$ cat src/rtl/mmss_stopwatch_pkg.sv
// rtl/mmss_stopwatch_pkg.sv - shared types and constants for the MM:SS stopwatch
// Contents: state_t (IDLE/RUN/PAUSE), BCD digit width, low-digit maximum,
// and the digit indices used to address the packed {min_hi, min_lo, sec_hi, sec_lo} bus.
package mmss_stopwatch_pkg;

    typedef enum logic [1:0] {
        ST_IDLE  = 2'd0,
        ST_RUN   = 2'd1,
        ST_PAUSE = 2'd2
    } state_t;

    localparam int BCD_W        = 4;
    localparam int DIGIT_MAX_LO = 9;

    // Digit index i occupies digits[i*BCD_W +: BCD_W]
    localparam int DIG_SEC_LO = 0;
    localparam int DIG_SEC_HI = 1;
    localparam int DIG_MIN_LO = 2;
    localparam int DIG_MIN_HI = 3;

endpackage

$ cat src/rtl/bcd_digit.sv
// rtl/bcd_digit.sv - one wrapping BCD digit with carry-enable output
// Ports: clk, rst (async, active-low), clr (sync zero), en (count enable),
//        max (wrap value), q (digit value), carry (en & q==max).
module bcd_digit
    import mmss_stopwatch_pkg::*;
(
    input  logic             clk,
    input  logic             rst,
    input  logic             clr,
    input  logic             en,
    input  logic [BCD_W-1:0] max,
    output logic [BCD_W-1:0] q,
    output logic             carry
);

    logic [BCD_W-1:0] q_q;
    logic [BCD_W-1:0] q_d;

    always_comb begin
        q_d = q_q;
        if (clr) begin
            q_d = '0;
        end else if (en) begin
            // Any value at or beyond the wrap point (including non-BCD) goes to 0
            if (q_q >= max || q_q > BCD_W'(DIGIT_MAX_LO)) begin
                q_d = '0;
            end else begin
                q_d = q_q + 1'b1;
            end
        end
    end

    always_ff @(posedge clk or negedge rst) begin
        if (!rst) begin
            q_q <= '0;
        end else begin
            q_q <= q_d;
        end
    end

    assign q     = q_q;
    assign carry = en & (q_q == max);

endmodule

$ cat src/rtl/mmss_stopwatch.sv
// rtl/mmss_stopwatch.sv - MM:SS BCD stopwatch with run/pause/clear control
// Ports: clk, rst (async, active-low), tick_in (time-base level), start_stop,
//        clear, [lap when MMSS_STOPWATCH_LAP_EN], digits {min_hi,min_lo,sec_hi,sec_lo},
//        running, rollover.
// Optional macro: MMSS_STOPWATCH_LAP_EN adds the lap/freeze display feature.
module mmss_stopwatch
    import mmss_stopwatch_pkg::*;
#(
    parameter int MIN_HI_MAX = 5,
    parameter int SEC_HI_MAX = 5
) (
    input  logic        clk,
    input  logic        rst,
    input  logic        tick_in,
    input  logic        start_stop,
    input  logic        clear,
`ifdef MMSS_STOPWATCH_LAP_EN
    input  logic        lap,
`endif
    output logic [15:0] digits,
    output logic        running,
    output logic        rollover
);

    state_t state_q, state_d;
    logic   tick_q;
    logic   running_q, running_d;
    logic   rollover_q, rollover_d;
    logic   tick_evt;
    logic   count_en;

    logic [15:0]      live;
    logic [3:0]       carry;
    logic [3:0]       en;
    logic [BCD_W-1:0] dmax [4];

    // tick_q resets low, but the FSM also resets to IDLE, so a level that is
    // already high at reset release can never be counted.
    assign tick_evt = tick_in & ~tick_q;

    always_comb begin
        state_d = state_q;
        if (clear) begin
            state_d = ST_IDLE;
        end else if (start_stop) begin
            case (state_q)
                ST_RUN:  state_d = ST_PAUSE;
                default: state_d = ST_RUN;
            endcase
        end
        // Counting keys off the registered state so a start/stop in the
        // same cycle as a tick only counts if we were already running.
        count_en   = (state_q == ST_RUN) & tick_evt & ~clear;
        running_d  = (state_d == ST_RUN);
        rollover_d = carry[DIG_MIN_HI];
    end

    always_ff @(posedge clk or negedge rst) begin
        if (!rst) begin
            state_q    <= ST_IDLE;
            tick_q     <= 1'b0;
            running_q  <= 1'b0;
            rollover_q <= 1'b0;
        end else begin
            state_q    <= state_d;
            tick_q     <= tick_in;
            running_q  <= running_d;
            rollover_q <= rollover_d;
        end
    end

    assign dmax[DIG_SEC_LO] = BCD_W'(DIGIT_MAX_LO);
    assign dmax[DIG_SEC_HI] = BCD_W'(SEC_HI_MAX);
    assign dmax[DIG_MIN_LO] = BCD_W'(DIGIT_MAX_LO);
    assign dmax[DIG_MIN_HI] = BCD_W'(MIN_HI_MAX);

    // Ripple of carry enables: every digit updates on the same edge
    assign en = {carry[2:0], count_en};

    for (genvar i = 0; i < 4; i++) begin : g_digit
        bcd_digit u_digit (
            .clk   (clk),
            .rst   (rst),
            .clr   (clear),
            .en    (en[i]),
            .max   (dmax[i]),
            .q     (live[i*BCD_W +: BCD_W]),
            .carry (carry[i])
        );
    end

`ifdef MMSS_STOPWATCH_LAP_EN
    logic        frozen_q, frozen_d;
    logic [15:0] lap_q, lap_d;

    always_comb begin
        frozen_d = frozen_q;
        lap_d    = lap_q;
        if (clear || (state_q == ST_RUN && start_stop)) begin
            frozen_d = 1'b0;
        end else if (state_q == ST_RUN && lap) begin
            frozen_d = ~frozen_q;
            if (!frozen_q) begin
                lap_d = live;
            end
        end
    end

    always_ff @(posedge clk or negedge rst) begin
        if (!rst) begin
            frozen_q <= 1'b0;
            lap_q    <= '0;
        end else begin
            frozen_q <= frozen_d;
            lap_q    <= lap_d;
        end
    end

    assign digits = frozen_q ? lap_q : live;
`else
    assign digits = live;
`endif

    assign running  = running_q;
    assign rollover = rollover_q;

endmodule

$ cat config.mk
export PLATFORM = sky130hd
export DESIGN_NAME = mmss_stopwatch
export DESIGN_NICKNAME = d
export VERILOG_FILES = /design/src/rtl/mmss_stopwatch_pkg.sv /design/src/rtl/bcd_digit.sv /design/src/rtl/mmss_stopwatch.sv
export SDC_FILE = /design/constraint.sdc
export NUM_CORES = 1
export LEC_CHECK = 0
export CORE_MARGIN = 2
export CORE_UTILIZATION = 58
export DETAILED_ROUTE_END_ITERATION = 8
export GPL_ROUTABILITY_DRIVEN = 0
export PLACE_DENSITY_LB_ADDON = 0.2
export SYNTH_ARGS = -nofsm -noshare
export SYNTH_HDL_FRONTEND = slang
export SYNTH_HIERARCHICAL = 1
export SYNTH_SLANG_ARGS = --single-unit
export TNS_END_PERCENT = 5
$ cat constraint.sdc
create_clock -name clk -period 6.3 [get_ports clk]
set_input_delay 1.26 -clock clk [delete_from_list [all_inputs] [get_ports clk]]
set_output_delay 1.26 -clock clk [all_outputs]
set_load 0.02 [all_outputs]
==> metrics.txt, run 1 <==
layout cell share with drive strength beyond 1 0.0657; top cell type's share of synthesized area 0.331; IO Port Bufs 22; startpoint types primary input; core footprint 2540 um2; die height 56.3 um; number of synthesized flops with an enable pin 0; DR vias 1,326; DRC 0; Initial Util 0.623; fin crit share 0.656; pin count of the biggest net entering global routing 22; clock buffer count from CTS 3; final hold vios 0; chip width 56.3 um; CP arrival 4.34 ns; vias in the first global route 1,397; Detailed Routing Iterations Pass 1 4; initial antenna violation count 0; DIE AREA 3170 um2; worst vdd ir 0.000111 V; synthesis-stage register bit count 21; CTS clk-pin slew, worst paths 0.12 ns; CP startpoint clear; DR vias/cell 5.46; Worst Max-Slew Pin Slew 0.924 ns; Synth area leader dfrtp_1; Cell variety after synth 25; fin crit period 4.13 ns; GR met1 Demand/Resource 0.257; gr busiest metal met2; final setup fails 0; synth top area cells dfrtp_1, ha_1, inv_1; status complete, no violations; Post-synth top cells ha_1, inv_1, dfrtp_1; Sequential Area 526 um2; Antenna Nets Post-Route 0; M3 GR Usage 0.0253; required time worst endpoint 6.51 ns; maxcap violations 0; final clock skew 0.00452 ns; Hold/Removal Path Class register to register; Async S/R FF share, synth 1.00; post-cts gate resize count 0; Worst R2R Start g_digit[0].u_digit/q[0]$_DFFE_PN0P_; R2R depth 11; H-tree depth 1; number of cell rows 18; Iter 0 DRT Violations 16; power per cell area 122 nW/um2; reg2reg end g_digit[3].u_digit/q[0]$_DFFE_PN0P_; CTS Sinks 21; Final nets 247; met2 GRT Util 0.425; final wirelength 3.11 mm; Primary FF master, synth dfrtp_1; Root Buffer clkbuf_4; post-CTS repair timing setup buffer count 0; Area growth syn-to-layout 21.2%; unrepaired setup endpoints after global routing no; Cells on Worst Hold Path 2; Warnings, synthesis 6; design area 1920 um2; hold_buf cts 0; Multi-input gate area 1010 um2; post-DP HPWL 2.43 mm; Leak 0.924 nW; clock latency on the worst-skew pair 0.30 ns; Max-slew headroom 0.382; IO Pins 23; Ant. Diodes 0; first-pass GRT wire length 5.81 mm; aggregate global-route resource usage 0.224; CTS Buffer Depth 2; Crit Path Class primary input to register; Post-Syn Area 1590 um2; TritonCTS clock tree built; fin. max-slew vios 0; CP endpoint kind register; Worst R2R Setup Slack 3.45 ns; max frequency 0.242 GHz; worst-path fanout max 21; Mapped Avg Cell Area 9.16 um2; drt wl/cell 12.8 um; fillers 200; Post-Synthesis Cells 173; Worst Hold Margin 0.602 ns; sequential area share after synthesis 0.331; fin util 0.755; Setup TNS Final 0 ns; Placement Cell Area 1900 um2; GR Overflow Total 0; Worst setup endpoint g_digit[3].u_digit/q[0]$_DFFE_PN0P_
final cells by class:
cell class                      count  area share
Clock buffer                        4      0.0137
Inverter                           28      0.0547
Sequential cell                    21       0.273
Multi-Input combinational cell    138       0.524
Timing Repair Buffer               22       0.115
Tap cell                           30      0.0195
logic make-up after synthesis:
| logic type | count (synthesis) | synth area share |
|---|---|---|
| other cells | 2 | 0.00474 |
| compound gates | 42 | 0.193 |
| simple gates | 47 | 0.152 |
| flops | 21 | 0.331 |
| buf+inv | 28 | 0.0663 |
| xor+xnor | 4 | 0.0221 |
| fa+ha+maj | 28 | 0.221 |
| mux | 1 | 0.00947 |
worst max-delay path, stage by stage:
cell	delay, ns
clkdlybuf4s50_1	0.74
nor2_1	0.20
and3_1	0.18
inv_1	0.08
nor3_1	0.26
inv_1	0.12
nor3_1	0.26
inv_1	0.13
nor3_1	0.28
inv_1	0.13
or4_1	0.52
a21oi_1	0.17
sequential cells by signal, summed over array words and instances (netlist names):
name / cells
running: 1
rollover: 1
g_digit.u_digit/q: 16
state_q: 2
tick_q: 1
metal layers:
| layer | wire, um | vias up |
|---|---|---|
| li1 | - | 670 |
| met1 | 1370 | 628 |
| met2 | 1610 | 22 |
| met3 | 89 | 6 |
| met4 | 40 | 0 |
| met5 | 0 | - |
through the flow:
| stage | power, W | cells | setup WS [ns] |
|---|---|---|---|
| 6_report | 0.000235 | 243 | 2.17 |
| 5_1_grt | 0.000246 | 243 | 1.77 |
| 4_1_cts | 0.000237 | 243 | 2.19 |
| 3_5_place_dp | 0.000172 | 239 | 1.86 |
| 3_3_place_gp | 0.000170 | 239 | 2.09 |
| 2_1_floorplan | 0.000160 | 187 | 3.08 |
power by group:
part	internal, W	leakage, nW	switching, W
combinational	0.0000122	0.621	0.0000195
sequential	0.000137	0.288	0.00000126
clock	0.0000247	0.0150	0.0000411
how the worst min path moves through the flow:
stage | start | endpoint | slack [ns]
2_1_floorplan | state_q[0]$_DFF_PN0_ | state_q[0]$_DFF_PN0_ | 0.52
3_3_place_gp | state_q[0]$_DFF_PN0_ | state_q[0]$_DFF_PN0_ | 0.54
3_5_place_dp | state_q[0]$_DFF_PN0_ | state_q[0]$_DFF_PN0_ | 0.59
4_1_cts | state_q[0]$_DFF_PN0_ | state_q[0]$_DFF_PN0_ | 0.60
5_1_grt | state_q[0]$_DFF_PN0_ | state_q[0]$_DFF_PN0_ | 0.66
6_report | state_q[0]$_DFF_PN0_ | state_q[0]$_DFF_PN0_ | 0.60
layout by cell type, fill, tap and decap left out, types with 3 or more instances in the layout:
master / synthesis / routed
xnor2_1: 4 / 4
nor4_1: 4 / 4
a22o_1: 8 / 8
or4_1: 4 / 4
o21ai_2: 4 / 4
dfrtp_1: 21 / 21
a2111oi_0: 4 / 4
conb_1: 2 / 16
nor2b_1: 5 / 5
nor3_1: 4 / 4
clkdlybuf4s50_1: 0 / 22
nor2_1: 11 / 11
a21oi_1: 8 / 8
ha_1: 28 / 28
a21oi_2: 4 / 4
o22a_1: 4 / 4
inv_1: 28 / 28
nand2_1: 12 / 12
clkbuf_4: 0 / 3
nand3_1: 4 / 4
o21ai_1: 8 / 8
Note: power is estimated with default switching activity, not from simulation.
==> run 2: changes to the inputs <==
--- a/config.mk
+++ b/config.mk
@@ -6,7 +6,7 @@
 export NUM_CORES = 1
 export LEC_CHECK = 0
 export CORE_MARGIN = 2
-export CORE_UTILIZATION = 58
+export CORE_UTILIZATION = 49
 export DETAILED_ROUTE_END_ITERATION = 8
 export GPL_ROUTABILITY_DRIVEN = 0
 export PLACE_DENSITY_LB_ADDON = 0.2
==> constraint.sdc (replaced) <==
create_clock -name clk -period 3.65 [get_ports clk]
set_input_delay 0.73 -clock clk [delete_from_list [all_inputs] [get_ports clk]]
set_output_delay 0.73 -clock clk [all_outputs]
set_load 0.02 [all_outputs]
==> metrics.txt, run 2 (synthesized netlist as in run 1, its figures left out) <==
post-CTS repair timing setup buffer count 0 (unchanged); Worst path depth 12 (unchanged); DIE AREA 3710 um2 (+17%); Worst setup endpoint g_digit[3].u_digit/q[0]$_DFFE_PN0P_; fin crit share 0.851; clock power share 0.278 (about the same); fin. max-slew vios 0 (unchanged); Final nets 248 (+0.40%); fin util 0.634 (-0.121); max FFs per register 16 (unchanged); unrepaired setup endpoints after global routing no; reg2reg end g_digit[3].u_digit/q[0]$_DFFE_PN0P_; Antenna Nets Post-Route 0 (unchanged); WP buf/inv 5 (unchanged); post-DP HPWL 2.44 mm (+0.30%); Initial Util 0.515 (-0.108); maxcap violations 0 (unchanged); most used cell, CP inv_1; first-pass GRT wire length 5.20 mm (-10%); DR vias 1,297 (-2.2%); Detailed Routing Iterations Pass 1 4 (unchanged); worst-path fanout max 4 (-81%); clock latency on the worst-skew pair 0.30 ns (about the same); CP peak stage delay 0.51 ns (-0.23 ns); pin count of the biggest net entering global routing 22 (unchanged); power per cell area 208 nW/um2 (+70%); IO Pins 23 (unchanged); IO Port Bufs 22 (unchanged); kind of cell adding the most delay to the critical path simple AND/OR/NAND/NOR gates; Setup TNS Final 0 ns (unchanged); crit path cell chain clkdlybuf4s50_1, nor2_1, and3_1, inv_1, nor3_1, inv_1, nor3_1, inv_1, nor3_1, inv_1, or4_1, a21oi_1; max frequency 0.322 GHz; CTS Buffer Depth 2 (unchanged); final hold vios 0 (unchanged); Crit Path Class primary input to register; most frequent cells in the layout inv_1, ha_1, clkdlybuf4s50_1; Iter 0 DRT Violations 62 (+46); CTS Sinks 21 (unchanged); clock buffer count from CTS 3 (unchanged); Worst Max-Slew Pin Slew 0.915 ns (-0.00926 ns); DR vias/cell 5.03 (-7.9%); chip width 60.9 um (+8.2%); number of cell rows 20 (+2); Worst R2R Setup Slack 0.88 ns (-2.57 ns); Leak 0.928 nW (+0.41%); Ant. Diodes 0 (unchanged); final wirelength 3.00 mm (-3.7%); TritonCTS clock tree built; Net Switching 0.000107 W (+72%); CP endpoint kind register; startpoint types primary input; Reg power frac 0.586 (about the same); GR Overflow Total 0 (unchanged); R2R depth 11 (unchanged); Sw Ratio 0.263 (about the same); final setup fails 0 (unchanged); fillers 273 (+37%); Worst path slowest cell or4_1; Comb pwr share 0.136 (about the same); Hold/Removal Path Class register to register; Final Power 0.000406 W (+72%); drt wl/cell 11.6 um (-9.3%); CTS clk-pin slew, worst paths 0.12 ns (about the same); Max-slew headroom 0.388 (+0.00620); post-cts gate resize count 0 (unchanged); required time worst endpoint 3.88 ns (-2.63 ns); Worst R2R Start g_digit[0].u_digit/q[0]$_DFFE_PN0P_; hold_buf cts 0 (unchanged); vias in the first global route 1,275 (-8.7%); Root Buffer clkbuf_4; layout cell share with drive strength beyond 1 0.0748 (+0.00904); aggregate global-route resource usage 0.186 (-0.0376); CP startpoint clear; final clock skew 0.00634 ns (+0.00181 ns); H-tree depth 1 (unchanged); status complete, no violations; CP arrival 3.34 ns (-1.00 ns); internal power 0.000299 W (+72%); fin crit period 3.11 ns; core footprint 3080 um2 (+21%); worst vdd ir 0.000101 V (-8.9%); initial antenna violation count 0 (unchanged); die height 60.9 um (+8.2%); DRC 0 (unchanged); Area growth syn-to-layout 23.0%
run 2: how the worst min path moves through the flow:
stage | from | to | cells after the start
global route | state_q[0]$_DFF_PN0_ | state_q[0]$_DFF_PN0_ | 2
global placement | state_q[0]$_DFF_PN0_ | state_q[0]$_DFF_PN0_ | 2
detailed placement | state_q[0]$_DFF_PN0_ | state_q[0]$_DFF_PN0_ | 2
floorplan | rst | g_digit[0].u_digit/q[0]$_DFFE_PN0P_ | 0
finish | state_q[0]$_DFF_PN0_ | state_q[0]$_DFF_PN0_ | 2
CTS | state_q[0]$_DFF_PN0_ | state_q[0]$_DFF_PN0_ | 2
run 2: worst register-to-register path, cell delays in order, from the launching register on:
cell	delay (ns)
dfrtp_1	0.47
inv_1	0.09
ha_1	0.28
nand2_1	0.08
nor3_1	0.24
inv_1	0.13
nor3_1	0.28
inv_1	0.12
nor3_1	0.25
inv_1	0.12
or4_1	0.51
a21oi_1	0.13
run 2: power groups by stage:
| stage | clock network, W | registers, W | logic, W |
|---|---|---|---|
| 2_1_floorplan | 0 | 0.000243 | 0.0000319 |
| 3_3_place_gp | 0 | 0.000242 | 0.0000530 |
| 3_5_place_dp | 0 | 0.000242 | 0.0000554 |
| 4_1_cts | 0.000120 | 0.000238 | 0.0000556 |
| 5_1_grt | 0.000130 | 0.000238 | 0.0000639 |
| 6_report | 0.000113 | 0.000238 | 0.0000553 |
run 2: layer usage:
layer	part of all wire	wire (um)	GRT usage	vias to the layer above
met1	0.44	1330	0.223	607
met2	0.51	1540	0.336	17
met4	0.012	35	0.0652	0
met5	0	0	0	-
li1	-	-	-	669
met3	0.032	95	0.0299	4
run 2: stage by stage:
step / area, um2 / worst slack, ns / hold WS [ns] / instances
after floorplan: 1640 / 0.962 / 0.434 / 187
after global placement: 1920 / 0.349 / 0.541 / 254
after detailed placement: 1920 / 0.190 / 0.555 / 254
after CTS: 1950 / 0.526 / 0.572 / 258
after global routing: 1950 / 0.256 / 0.592 / 258
final: 1950 / 0.544 / 0.562 / 258
run 2: layout make-up:
type | instances | area (um2) | area share
Clock inverter | 1 | 7.51 | 0.00385
Clock buffer | 3 | 22.5 | 0.0115
Sequential cell | 21 | 526 | 0.269
Timing Repair Buffer | 23 | 228 | 0.117
Tap cell | 44 | 55.1 | 0.0282
Inverter | 28 | 105 | 0.0539
Multi-Input combinational cell | 138 | 1010 | 0.516
